$ cat src/rtl/bsg_mem_1rw_sync_arbiter_pkg.sv
// Shared types and helpers for the 1RW SRAM arbiter and its response slots.
package bsg_mem_1rw_sync_arbiter_pkg;

  // Occupancy of a one-entry response slot.
  typedef enum logic {
    SLOT_EMPTY = 1'b0,
    SLOT_FULL  = 1'b1
  } slot_state_e;

  // Address/index width that never collapses to zero bits.
  function automatic int safe_clog2(input int n);
    return (n > 1) ? $clog2(n) : 1;
  endfunction

endpackage

$ cat src/rtl/bsg_mem_arb_resp_slot.sv
// One-entry bypassing response buffer. Read data arriving on fill is shown
// immediately; if it is not consumed in that cycle it is captured and held
// until yumi. The slot state doubles as the occupancy flag for eligibility.
module bsg_mem_arb_resp_slot
  import bsg_mem_1rw_sync_arbiter_pkg::*;
#(
  parameter int width_p = 32
) (
  input  logic               clk_i,
  input  logic               reset_n_i,
  input  logic               fill_v_i,
  input  logic [width_p-1:0] fill_data_i,
  input  logic               yumi_i,
  output logic               v_o,
  output logic [width_p-1:0] data_o,
  output slot_state_e        state_o
);

  slot_state_e        state_q, state_d;
  logic [width_p-1:0] data_q, data_d;

  // Next state, capture decision and bypass/held output select.
  always_comb begin
    state_d = state_q;
    data_d  = data_q;
    v_o     = 1'b0;
    data_o  = data_q;
    case (state_q)
      SLOT_EMPTY: begin
        v_o    = fill_v_i;
        data_o = fill_data_i;
        if (fill_v_i && !yumi_i) begin
          state_d = SLOT_FULL;
          data_d  = fill_data_i;
        end
      end
      SLOT_FULL: begin
        v_o    = 1'b1;
        data_o = data_q;
        if (yumi_i) begin
          state_d = SLOT_EMPTY;
        end
      end
      default: state_d = SLOT_EMPTY;
    endcase
  end

  // Occupancy register; reset drops any held entry.
  always_ff @(posedge clk_i) begin
    if (!reset_n_i) begin
      state_q <= SLOT_EMPTY;
    end else begin
      state_q <= state_d;
    end
  end

  // Held data needs no reset: it is only visible while the slot is full.
  always_ff @(posedge clk_i) begin
    data_q <= data_d;
  end

  assign state_o = state_q;

endmodule

$ cat src/rtl/bsg_mem_1rw_sync_arbiter.sv
// Round-robin arbiter sharing one synchronous 1RW SRAM port among requesters,
// with a bypassing one-entry read response slot per requester.
//
// Handshake: a request transfers on a cycle where req_v_i[i] && req_yumi_o[i];
// the requester holds its fields stable until then. A read response transfers
// on a cycle where resp_v_o[i] && resp_yumi_i[i]; resp_yumi_i[i] may only be
// raised while resp_v_o[i] is high.
module bsg_mem_1rw_sync_arbiter
  import bsg_mem_1rw_sync_arbiter_pkg::*;
#(
  parameter  int num_req_p     = 2,
  parameter  int width_p       = 32,
  parameter  int els_p         = 64,
  localparam int mask_width_lp = width_p / 8,
  localparam int addr_w_lp     = safe_clog2(els_p)
) (
  input  logic                               clk_i,
  input  logic                               reset_n_i,
  input  logic [num_req_p-1:0]               req_v_i,
  input  logic [num_req_p-1:0]               req_w_i,
  input  logic [num_req_p*addr_w_lp-1:0]     req_addr_i,
  input  logic [num_req_p*width_p-1:0]       req_data_i,
  input  logic [num_req_p*mask_width_lp-1:0] req_mask_i,
  output logic [num_req_p-1:0]               req_yumi_o,
  output logic                               mem_v_o,
  output logic                               mem_w_o,
  output logic [addr_w_lp-1:0]               mem_addr_o,
  output logic [width_p-1:0]                 mem_data_o,
  output logic [mask_width_lp-1:0]           mem_mask_o,
  input  logic [width_p-1:0]                 mem_data_i,
  output logic [num_req_p-1:0]               resp_v_o,
  output logic [num_req_p*width_p-1:0]       resp_data_o,
  input  logic [num_req_p-1:0]               resp_yumi_i
);

  localparam int id_w_lp = safe_clog2(num_req_p);

  logic [id_w_lp-1:0]   ptr_q, ptr_d;
  logic                 infl_v_q, infl_v_d;
  logic [id_w_lp-1:0]   infl_id_q, infl_id_d;
  logic [num_req_p-1:0] infl_hit, fill_v, slot_full, elig;
  logic                 gnt_v;
  logic [id_w_lp-1:0]   gnt_id, scan_id;
  slot_state_e          slot_state [num_req_p];

  for (genvar g = 0; g < num_req_p; g++) begin : g_slot
    assign infl_hit[g]  = infl_v_q && (infl_id_q == id_w_lp'(g));
    // Reset discards the in-flight read so its data is never presented.
    assign fill_v[g]    = reset_n_i && infl_hit[g];
    assign slot_full[g] = (slot_state[g] == SLOT_FULL);

    bsg_mem_arb_resp_slot #(.width_p(width_p)) slot (
      .clk_i      (clk_i),
      .reset_n_i  (reset_n_i),
      .fill_v_i   (fill_v[g]),
      .fill_data_i(mem_data_i),
      .yumi_i     (resp_yumi_i[g]),
      .v_o        (resp_v_o[g]),
      .data_o     (resp_data_o[g*width_p +: width_p]),
      .state_o    (slot_state[g])
    );
  end

  // A read may only win if its slot is guaranteed free next cycle.
  always_comb begin
    elig = '0;
    for (int i = 0; i < num_req_p; i++) begin
      elig[i] = reset_n_i && req_v_i[i] &&
                (req_w_i[i] || (!infl_hit[i] && (!slot_full[i] || resp_yumi_i[i])));
    end
  end

  // Round-robin scan starting at the pointer; first eligible requester wins.
  always_comb begin
    gnt_v   = 1'b0;
    gnt_id  = '0;
    scan_id = '0;
    for (int k = 0; k < num_req_p; k++) begin
      scan_id = id_w_lp'((int'(ptr_q) + k) % num_req_p);
      if (!gnt_v && elig[scan_id]) begin
        gnt_v  = 1'b1;
        gnt_id = scan_id;
      end
    end
  end

  // Grant vector, SRAM mux and next pointer / in-flight tag.
  always_comb begin
    for (int i = 0; i < num_req_p; i++) begin
      req_yumi_o[i] = gnt_v && (gnt_id == id_w_lp'(i));
    end
    mem_v_o    = gnt_v;
    mem_w_o    = gnt_v && req_w_i[gnt_id];
    mem_addr_o = req_addr_i[gnt_id*addr_w_lp +: addr_w_lp];
    mem_data_o = req_data_i[gnt_id*width_p +: width_p];
    mem_mask_o = req_mask_i[gnt_id*mask_width_lp +: mask_width_lp];
    ptr_d      = ptr_q;
    if (gnt_v) begin
      ptr_d = (gnt_id == id_w_lp'(num_req_p - 1)) ? '0 : gnt_id + 1'b1;
    end
    infl_v_d  = gnt_v && !req_w_i[gnt_id];
    infl_id_d = gnt_id;
  end

  // Arbitration pointer and in-flight read tag.
  always_ff @(posedge clk_i) begin
    if (!reset_n_i) begin
      ptr_q     <= '0;
      infl_v_q  <= 1'b0;
      infl_id_q <= '0;
    end else begin
      ptr_q     <= ptr_d;
      infl_v_q  <= infl_v_d;
      infl_id_q <= infl_id_d;
    end
  end

`ifndef SYNTHESIS
  // Consuming a response that is not being offered is a protocol violation.
  always @(posedge clk_i) begin
    if (reset_n_i) begin
      assert ((resp_yumi_i & ~resp_v_o) == '0)
        else $error("resp_yumi_i=%b raised while resp_v_o=%b", resp_yumi_i, resp_v_o);
    end
  end
`endif

endmodule

$ cat config.mk
export PLATFORM = sky130hd
export DESIGN_NAME = bsg_mem_1rw_sync_arbiter
export DESIGN_NICKNAME = d
export VERILOG_FILES = /design/src/rtl/bsg_mem_1rw_sync_arbiter_pkg.sv /design/src/rtl/bsg_mem_arb_resp_slot.sv /design/src/rtl/bsg_mem_1rw_sync_arbiter.sv
export SDC_FILE = /design/constraint.sdc
export NUM_CORES = 1
export LEC_CHECK = 0
export CELL_PAD_IN_SITES_DETAIL_PLACEMENT = 0
export CELL_PAD_IN_SITES_GLOBAL_PLACEMENT = 2
export CORE_MARGIN = 5
export CORE_UTILIZATION = 23
export CTS_CLUSTER_DIAMETER = 80
export DETAILED_ROUTE_END_ITERATION = 10
export PLACE_DENSITY_LB_ADDON = 0.1
export REMOVE_ABC_BUFFERS = 1
export SLEW_MARGIN = 10
export SYNTH_ARGS = -nofsm -noshare
export SYNTH_HDL_FRONTEND = slang
export SYNTH_SLANG_ARGS = --single-unit
$ cat constraint.sdc
create_clock -name clk_i -period 9.7 [get_ports clk_i]
set_input_delay 1.94 -clock clk_i [delete_from_list [all_inputs] [get_ports clk_i]]
set_output_delay 1.94 -clock clk_i [all_outputs]
set_load 0.02 [all_outputs]
==> results.ini, run 1 <==
[timing]
clock_skew_ns = 0.00614
finalHoldViolCount = 0
rsz0062_at_grt = no
finalCritPeriodShare_pct = 66.4
relSlewSlack_pct = 32.8
worstMarginPinSlew_ns = 1.00
slew_violations = 0
hold_slack_ns = 0.504
tns_ns = 0
fmax_mhz = 155
final-setup-viol-count = 0
post-route-min-period_ns = 6.44

[critical_path]
timing.rr.start = g_slot[1].slot.state_o
rrSetupSlack_ns = 7.37
cp.buffers_inverters = 3
worst_setup_path_end_kind = output pin
max_stage_delay_ns = 0.58
worst_ep_arrival_time_ns = 4.50
crit_path_frequent_cell = clkdlybuf4s50_1
ff2ff_path_depth = 2
crit_path_cell_trace = clkdlybuf4s50_1, nand2b_1, a21o_1, a211oi_4, buf_4, mux2_2, clkdlybuf4s50_1
reg2reg_to = g_slot[1].slot.data_q[27]
start_kind = input port
cp.required_ns = 7.76
crit_family = buffers and inverters
cpMaxStageDelayCell = clkdlybuf4s50_1
crit_type = in -> out
critPathMaxFanout = 44

[routing]
drt-pass1-iter-count = 3
routed_wirelength_um = 11600
drc_errors = 0
via_count = 2801
vias_per_cell = 4.30
post_drt_wl_per_cell_um = 17.9
drtAntennaViolNets = 0
drtIter0Drc = 62

[placement]
port_buffers = 235
place_hpwl_um = 9120
placedCellCount = 635
gp_congestion = 0.756

[global_route]
grt_pass1_wl_um = 17500
antenna_found_initial = 0
top_usage_layer = met2
grt_pass1_vias = 3164
grt_usage_pct = 12.7
grt_overflow = 0
met2_usage_pct = 23.5
grt_use_met3_pct = 6.31
gr-usage-met1_pct = 12.4
grt_max_degree = 45

[logic_synthesis]
yosysWarningCount = 0
synth-seq-cells = 69
syn-instance-count = 223
synth.top_cells.by_area = edfxtp_1, mux2_2, dfxtp_1
synth.distinct_cells = 27
netlist.top_cell.by_area = edfxtp_1
synth_top_area_share_pct = 54.6
syn-cell-area_um2 = 3520
synth.avg_cell_area_um2 = 15.8
ys_seq_area_share_pct = 57.4

[worst_hold_path]
min_to = ptr_q
min_path_cells = 2
hold_start = ptr_q
hold_path_class = reg -> reg

[die]
dieHeight_um = 134
initial_utilization_pct = 23.3
die_w_um = 134
rows = 45
die_area_um2 = 17900
core_area_um2 = 15100
ioPinCount = 236

[cts]
hold_buffers = 0
postCtsSetupBuffers = 0
cts-root-buf = clkbuf_16
cts_tree = built
clockBufferDepth = 2
htreeDepth = 3
cts-buffers-inserted = 9
cts_resized = 0
clk_latency_ns = 0.32
clk_pin_slew_ns = 0.06
cts.sinks = 69

[pwr]
finalPower_mw = 0.848
p_leak_nw = 2.16
vdd_drop_max_mv = 0.0845
powerDensity_nw_per_um2 = 134

[finish]
stdcell_count = 651
drive_above_1_share_pct = 27.2
post-route-util_pct = 42.0
n_fill_cell = 1413
area_growth_syn_to_layout_pct = 80.2
final_cell_mix = clkdlybuf4s50_1, mux2_2, edfxtp_1, clkbuf_16, nand2_1
seq_area_um2 = 2020
final_common_cell = clkdlybuf4s50_1
n_antenna_cell = 0
final_nets = 582
multi_input_area_um2 = 1410

[run_status]
status = finished clean

[job]
drv_cap = 0

area by class of cell:
cell class / count / area share (%)
clock buffer: 9 / 3.55
clock inverter: 7 / 1.05
inverter: 3 / 0.178
multi-input combinational: 137 / 22.2
sequential: 69 / 31.9
tap: 188 / 3.71
timing repair buffer: 238 / 37.4
how the worst max path moves through the flow:
stage                        start             end  slack, ns  depth (start not counted)
floorplan           resp_yumi_i[0]   mem_addr_o[0]       3.57                          4
global placement    resp_yumi_i[0]  mem_data_o[25]       3.20                          7
detailed placement  resp_yumi_i[0]  mem_data_o[25]       3.21                          7
CTS                 resp_yumi_i[0]  mem_data_o[25]       3.20                          7
global route        resp_yumi_i[0]   mem_data_o[7]       3.10                          7
finish              resp_yumi_i[0]  mem_data_o[25]       3.26                          7
worst register-to-register path, cell delays in order, from the launching register on:
cell	delay, ns
dfxtp_2	0.60
nor3_2	0.93
buf_4	0.46
per-layer routing:
metal	share of wire [%]	wire [µm]	up-vias
li1	-	-	1334
met1	35	4030	1314
met2	53	6150	144
met3	11	1300	9
met4	1.4	164	0
met5	0	0	-
synthesized netlist by cell type:
library cell and instances:
a21oi_1 1, buf_1 5, nor2b_1 2, nand2_1 6, mux2_1 2, nand2b_1 5
nor2_1 1, o21bai_1 1, buf_2 2, a21o_1 1, edfxtp_1 64, a21boi_0 2
dfxtp_1 5, buf_6 4, o211ai_1 1, nor4_1 1, mux2_2 104, and3b_1 2
a211oi_4 1, inv_1 3, nand3_1 2, o2bb2ai_1 2, o21ai_0 1, nor3_1 1
a211oi_1 1, clkbuf_1 1, buf_4 2
flip-flops by register name, indices dropped and copies added, names as in the netlist:
name / flops
ptr_q: 1
infl_v_q: 1
g_slot.slot.state_o: 2
infl_id_q: 1
g_slot.slot.data_q: 64
through the flow:
step	cell area (µm²)	setup slack, ns
6_report	6340	3.26
5_1_grt	6340	3.10
4_1_cts	6340	3.20
3_5_place_dp	6050	3.21
3_3_place_gp	6050	3.20
2_1_floorplan	3430	3.57
where the power goes:
group          internal (mW)  switching, mW
registers              0.329        0.00287
logic                  0.121         0.0831
clock network          0.197          0.115
cells by family after synthesis:
logic type / Yosys count / synth area share, %
AND/OR/NAND/NOR: 20 / 3.09
AO/OA/AOI/OAI: 11 / 2.63
flip-flops: 69 / 57.4
buffers and inverters: 17 / 2.95
multiplexers: 106 / 33.9
No activity file was read; power rests on OpenSTA's default activity.
==> run 2, diff against run 1 <==
CORE_UTILIZATION = 22   (was 23)
clock period = 6.43 ns   (was 9.7 ns; I/O delays follow)
==> run 2 against run 1 <==
- flip-flop and latch count stayed put
- hold slack better by 0.023 ns
- sequential share of layout area is 0.45 points lower
- critical path depth stayed put
- worst setup slack worse by 2.3 ns
- first-iteration DRC count is 9.7% higher
- critical endpoint is now mem_data_o[19]
- largest cell class unchanged
- largest power group is now the clock network
==> results.ini, run 2 (synthesis results as in run 1) <==
[run_status]
status = finished clean

[timing]
post-route-min-period_ns = 5.42
finalCritPeriodShare_pct = 84.4
slew_violations = 0
worstMarginPinSlew_ns = 0.942
clock_skew_ns = 0.00675
finalHoldViolCount = 0
tns_ns = 0
final-setup-viol-count = 0
relSlewSlack_pct = 37.2
fin_ws_ns = 1.01
fmax_mhz = 184
hold_slack_ns = 0.527
rsz0062_at_grt = no

[placement]
place_hpwl_um = 9490
placedCellCount = 664
port_buffers = 235
place_area_um2 = 6090
dpl_worst_slack_ns = 0.997
gp_congestion = 0.753

[cts]
hold_buffers = 0
clk_latency_ns = 0.33
postCtsSetupBuffers = 0
clockBufferDepth = 2
cts-root-buf = clkbuf_16
cts_resized = 0
cts-buffers-inserted = 9
htreeDepth = 3
cts_tree = built
clk_pin_slew_ns = 0.05
cts.sinks = 69

[routing]
routed_wirelength_um = 12500
post_drt_wl_per_cell_um = 18.4
drtAntennaViolNets = 0
vias_per_cell = 4.13
drc_errors = 0
drtIter0Drc = 68
drt-pass1-iter-count = 4
via_count = 2807

[critical_path]
crit_family = buffers and inverters
reg2reg_to = infl_v_q
crit_end = mem_data_o[19]
cpMaxStageDelayCell = a211oi_4
start_kind = input port
rrSetupSlack_ns = 3.83
crit_cells = 7
startpoint = resp_yumi_i[0]
crit_path_frequent_cell = clkdlybuf4s50_1
cp.buffers_inverters = 3
critPathMaxFanout = 19
worst_ep_arrival_time_ns = 4.14
crit_path_cell_trace = clkdlybuf4s50_1, nand2b_1, a21o_1, a211oi_4, buf_4, mux2_2, clkdlybuf4s50_1
cp.required_ns = 5.14
timing.rr.start = g_slot[0].slot.state_o
crit_type = in -> out
ff2ff_path_depth = 5
worst_setup_path_end_kind = output pin
max_stage_delay_ns = 0.63

[job]
drv_cap = 0

[finish]
post-route-util_pct = 40.8
area_growth_syn_to_layout_pct = 82.7
largest_reg_flops = 64
seq_area_um2 = 2020
drive_above_1_share_pct = 27.4
final_nets = 583
n_fill_cell = 1505
n_antenna_cell = 0
multi_input_area_um2 = 1410
final_common_cell = clkdlybuf4s50_1
final_cell_mix = clkdlybuf4s50_1, mux2_2, edfxtp_1, clkbuf_16, nand2_1
top_register = g_slot.slot.data_q
stdcell_area_um2 = 6430
stdcell_count = 680

[pwr]
vdd_drop_max_mv = 0.115
p_leak_nw = 2.19
finalPower_mw = 1.37
powerDensity_nw_per_um2 = 213

[global_route]
grt_usage_pct = 13.2
grt_pass1_vias = 3047
antenna_found_initial = 0
grt_pass1_wl_um = 18400
grt_max_degree = 36
grt_overflow = 0

[die]
core_area_um2 = 15800
initial_utilization_pct = 22.3
ioPinCount = 236
die_w_um = 137
dieHeight_um = 137
rows = 46
die_area_um2 = 18600

[worst_hold_path]
hold_path_class = reg -> reg

run 2: changes by cell type in the layout (fill, tap and decap cells not counted), sizes merged:
cell | previous run | this run
bufinv | 1 | 3
buf | 3 | 4
clkinv | 4 | 3
clkinvlp | 2 | 1
run 2: worst min-delay path by stage:
stage	startpoint	endpoint	cells after the start
3_5_place_dp	ptr_q	ptr_q	2
2_1_floorplan	ptr_q	ptr_q	2
5_1_grt	ptr_q	ptr_q	2
3_3_place_gp	ptr_q	ptr_q	2
4_1_cts	ptr_q	ptr_q	2
6_report	ptr_q	ptr_q	2
run 2: area by class of cell:
class	count	area share, %
Tap cell	216	4.20
Inverter	3	0.175
Clock buffer	9	3.50
Timing Repair Buffer	239	37.0
Clock inverter	7	1.77
Multi-Input combinational cell	137	21.9
Sequential cell	69	31.5
run 2: worst min-delay path, delay by kind of cell, from the launching register on:
| family | cells | cell delay, ns |
|---|---|---|
| compound gates | 2 | 0.15 |
| flops | 1 | 0.32 |
run 2: per-layer routing:
metal	global-route usage (%)	share of wire [%]	vias up
li1	-	-	1337
met1	13.8	36	1315
met2	22.9	50	143
met3	6.76	12	12
met4	4.54	1.5	0
met5	0	0	-
run 2: where the power goes:
group          switching [mW]  leakage [nW]  internal (mW)
logic                   0.127          1.41          0.182
clock network           0.184         0.161          0.377
registers             0.00445         0.619          0.497
total                   0.315          2.19           1.06
==> run 3, diff against run 2 <==
clock period = 5 ns   (was 6.43 ns; I/O delays follow)
==> run 3 against run 2 <==
- final cell count down 0.15%
- sequential power up 29%
- combinational power up 29%
- critical path type unchanged
- worst setup slack worse by 0.42 ns
- register-to-register slack worse by 0.96 ns
- power up 20%
- global-route usage down 0.12 points
==> results.ini, run 3 (synthesis results as in run 1) <==
[global_route]
grt_pass1_vias = 3204
grt_pass1_wl_um = 18100
antenna_found_initial = 0
grt_max_degree = 36
grt_usage_pct = 13.1
grt_overflow = 0

[cts]
hold_buffers = 0
cts.sinks = 69
postCtsSetupBuffers = 0
clockBufferDepth = 2
cts_resized = 0
cts-buffers-inserted = 9
clk_pin_slew_ns = 0.05
cts-root-buf = clkbuf_16
cts_tree = built
htreeDepth = 3
clk_latency_ns = 0.33

[die]
die_w_um = 137
die_area_um2 = 18600
dieHeight_um = 137
core_area_um2 = 15800
initial_utilization_pct = 22.3
rows = 46
ioPinCount = 236

[pwr]
vdd_drop_max_mv = 0.145
p_leak_nw = 2.17
powerDensity_nw_per_um2 = 258

[critical_path]
critPathMaxFanout = 25
worst_setup_path_end_kind = output pin
start_kind = input port
rrSetupSlack_ns = 2.87
crit_path_cell_trace = clkdlybuf4s50_1, nand2b_1, a21o_1, a211oi_4, buf_4, mux2_2, clkdlybuf4s50_1
cp.required_ns = 4.00
max_stage_delay_ns = 0.55
cpMaxStageDelayCell = clkdlybuf4s50_1
crit_type = in -> out
crit_path_frequent_cell = clkdlybuf4s50_1
worst_ep_arrival_time_ns = 3.41

[timing]
relSlewSlack_pct = 36.1
final-setup-viol-count = 0
finalCritPeriodShare_pct = 88.3
rsz0062_at_grt = no
post-route-min-period_ns = 4.41
worstMarginPinSlew_ns = 0.959
clock_skew_ns = 0.00379
hold_slack_ns = 0.515
fin_ws_ns = 0.586
finalHoldViolCount = 0
fmax_mhz = 227
slew_violations = 0
tns_ns = 0

[finish]
post-route-util_pct = 40.4
largest_reg_flops = 64
drive_above_1_share_pct = 27.4
stdcell_count = 679
area_growth_syn_to_layout_pct = 81.1
top_register = g_slot.slot.data_q
final_nets = 583
final_cell_mix = clkdlybuf4s50_1, mux2_2, edfxtp_1, clkbuf_16, nand2_1
final_common_cell = clkdlybuf4s50_1
n_antenna_cell = 0

[routing]
drtIter0Drc = 132
routed_wirelength_um = 12300
drt-pass1-iter-count = 4
vias_per_cell = 4.16
drtAntennaViolNets = 0
drc_errors = 0
post_drt_wl_per_cell_um = 18.1
via_count = 2828

[placement]
port_buffers = 235
dpl_worst_slack_ns = 0.591
gp_congestion = 0.771
placedCellCount = 664
place_hpwl_um = 9360

[worst_hold_path]
hold_path_class = reg -> reg

[run_status]
status = finished clean

[job]
drv_cap = 0

-- run 3: changes by cell type in the layout (fill, tap and decap cells not counted), sizes merged --
cell / before / now
bufinv: 3 / 1
clkbuf: 9 / 10
-- run 3: final cells by class --
| cell class | count | area (µm²) |
|---|---|---|
| Clock buffer | 10 | 229 |
| Tap cell | 216 | 270 |
| Sequential cell | 69 | 2020 |
| Multi-Input combinational cell | 137 | 1410 |
| Clock inverter | 5 | 52.6 |
| Inverter | 3 | 11.3 |
| Timing Repair Buffer | 239 | 2380 |
| Fill cell | 1530 | 9390 |
-- run 3: final timing paths --
check                    startpoint        endpoint  cells after the start
max reg2reg  g_slot[0].slot.state_o        infl_v_q                      5
min                           ptr_q           ptr_q                      2
max                  resp_yumi_i[0]  mem_data_o[20]                      7
min reg2reg                   ptr_q           ptr_q                      2
-- run 3: worst max-delay path, delay by kind of cell --
family	cells	cell delay (ns)
and+or+nand+nor	1	0.17
buffers and inverters	3	1.34
muxes	1	0.38
AOI/OAI and AO/OA	2	0.51
-- run 3: where the power goes --
part           leakage [nW]  switching (mW)  internal, mW
Clock                 0.138           0.224         0.380
Combinational          1.41           0.165         0.234
Sequential            0.619         0.00569         0.639
Total                  2.17           0.394          1.25
-- run 3: routing by layer --
| layer | vias to the layer above | track usage (%) | routed length [µm] | part of all wire [%] |
|---|---|---|---|---|
| met2 | 147 | 24.0 | 6430 | 52 |
| met1 | 1333 | 13.1 | 4300 | 35 |
| met3 | 15 | 5.70 | 1330 | 11 |
| met4 | 0 | 4.76 | 251 | 2.0 |
| met5 | - | 0 | 0 | 0 |
| li1 | 1333 | - | - | - |
-- run 3: metrics by stage --
step | area (µm²) | power [mW]
4_1_cts | 6380 | 1.68
6_report | 6380 | 1.65
3_5_place_dp | 6090 | 1.06
5_1_grt | 6380 | 1.72
2_1_floorplan | 3430 | 0.817
3_3_place_gp | 6090 | 1.06
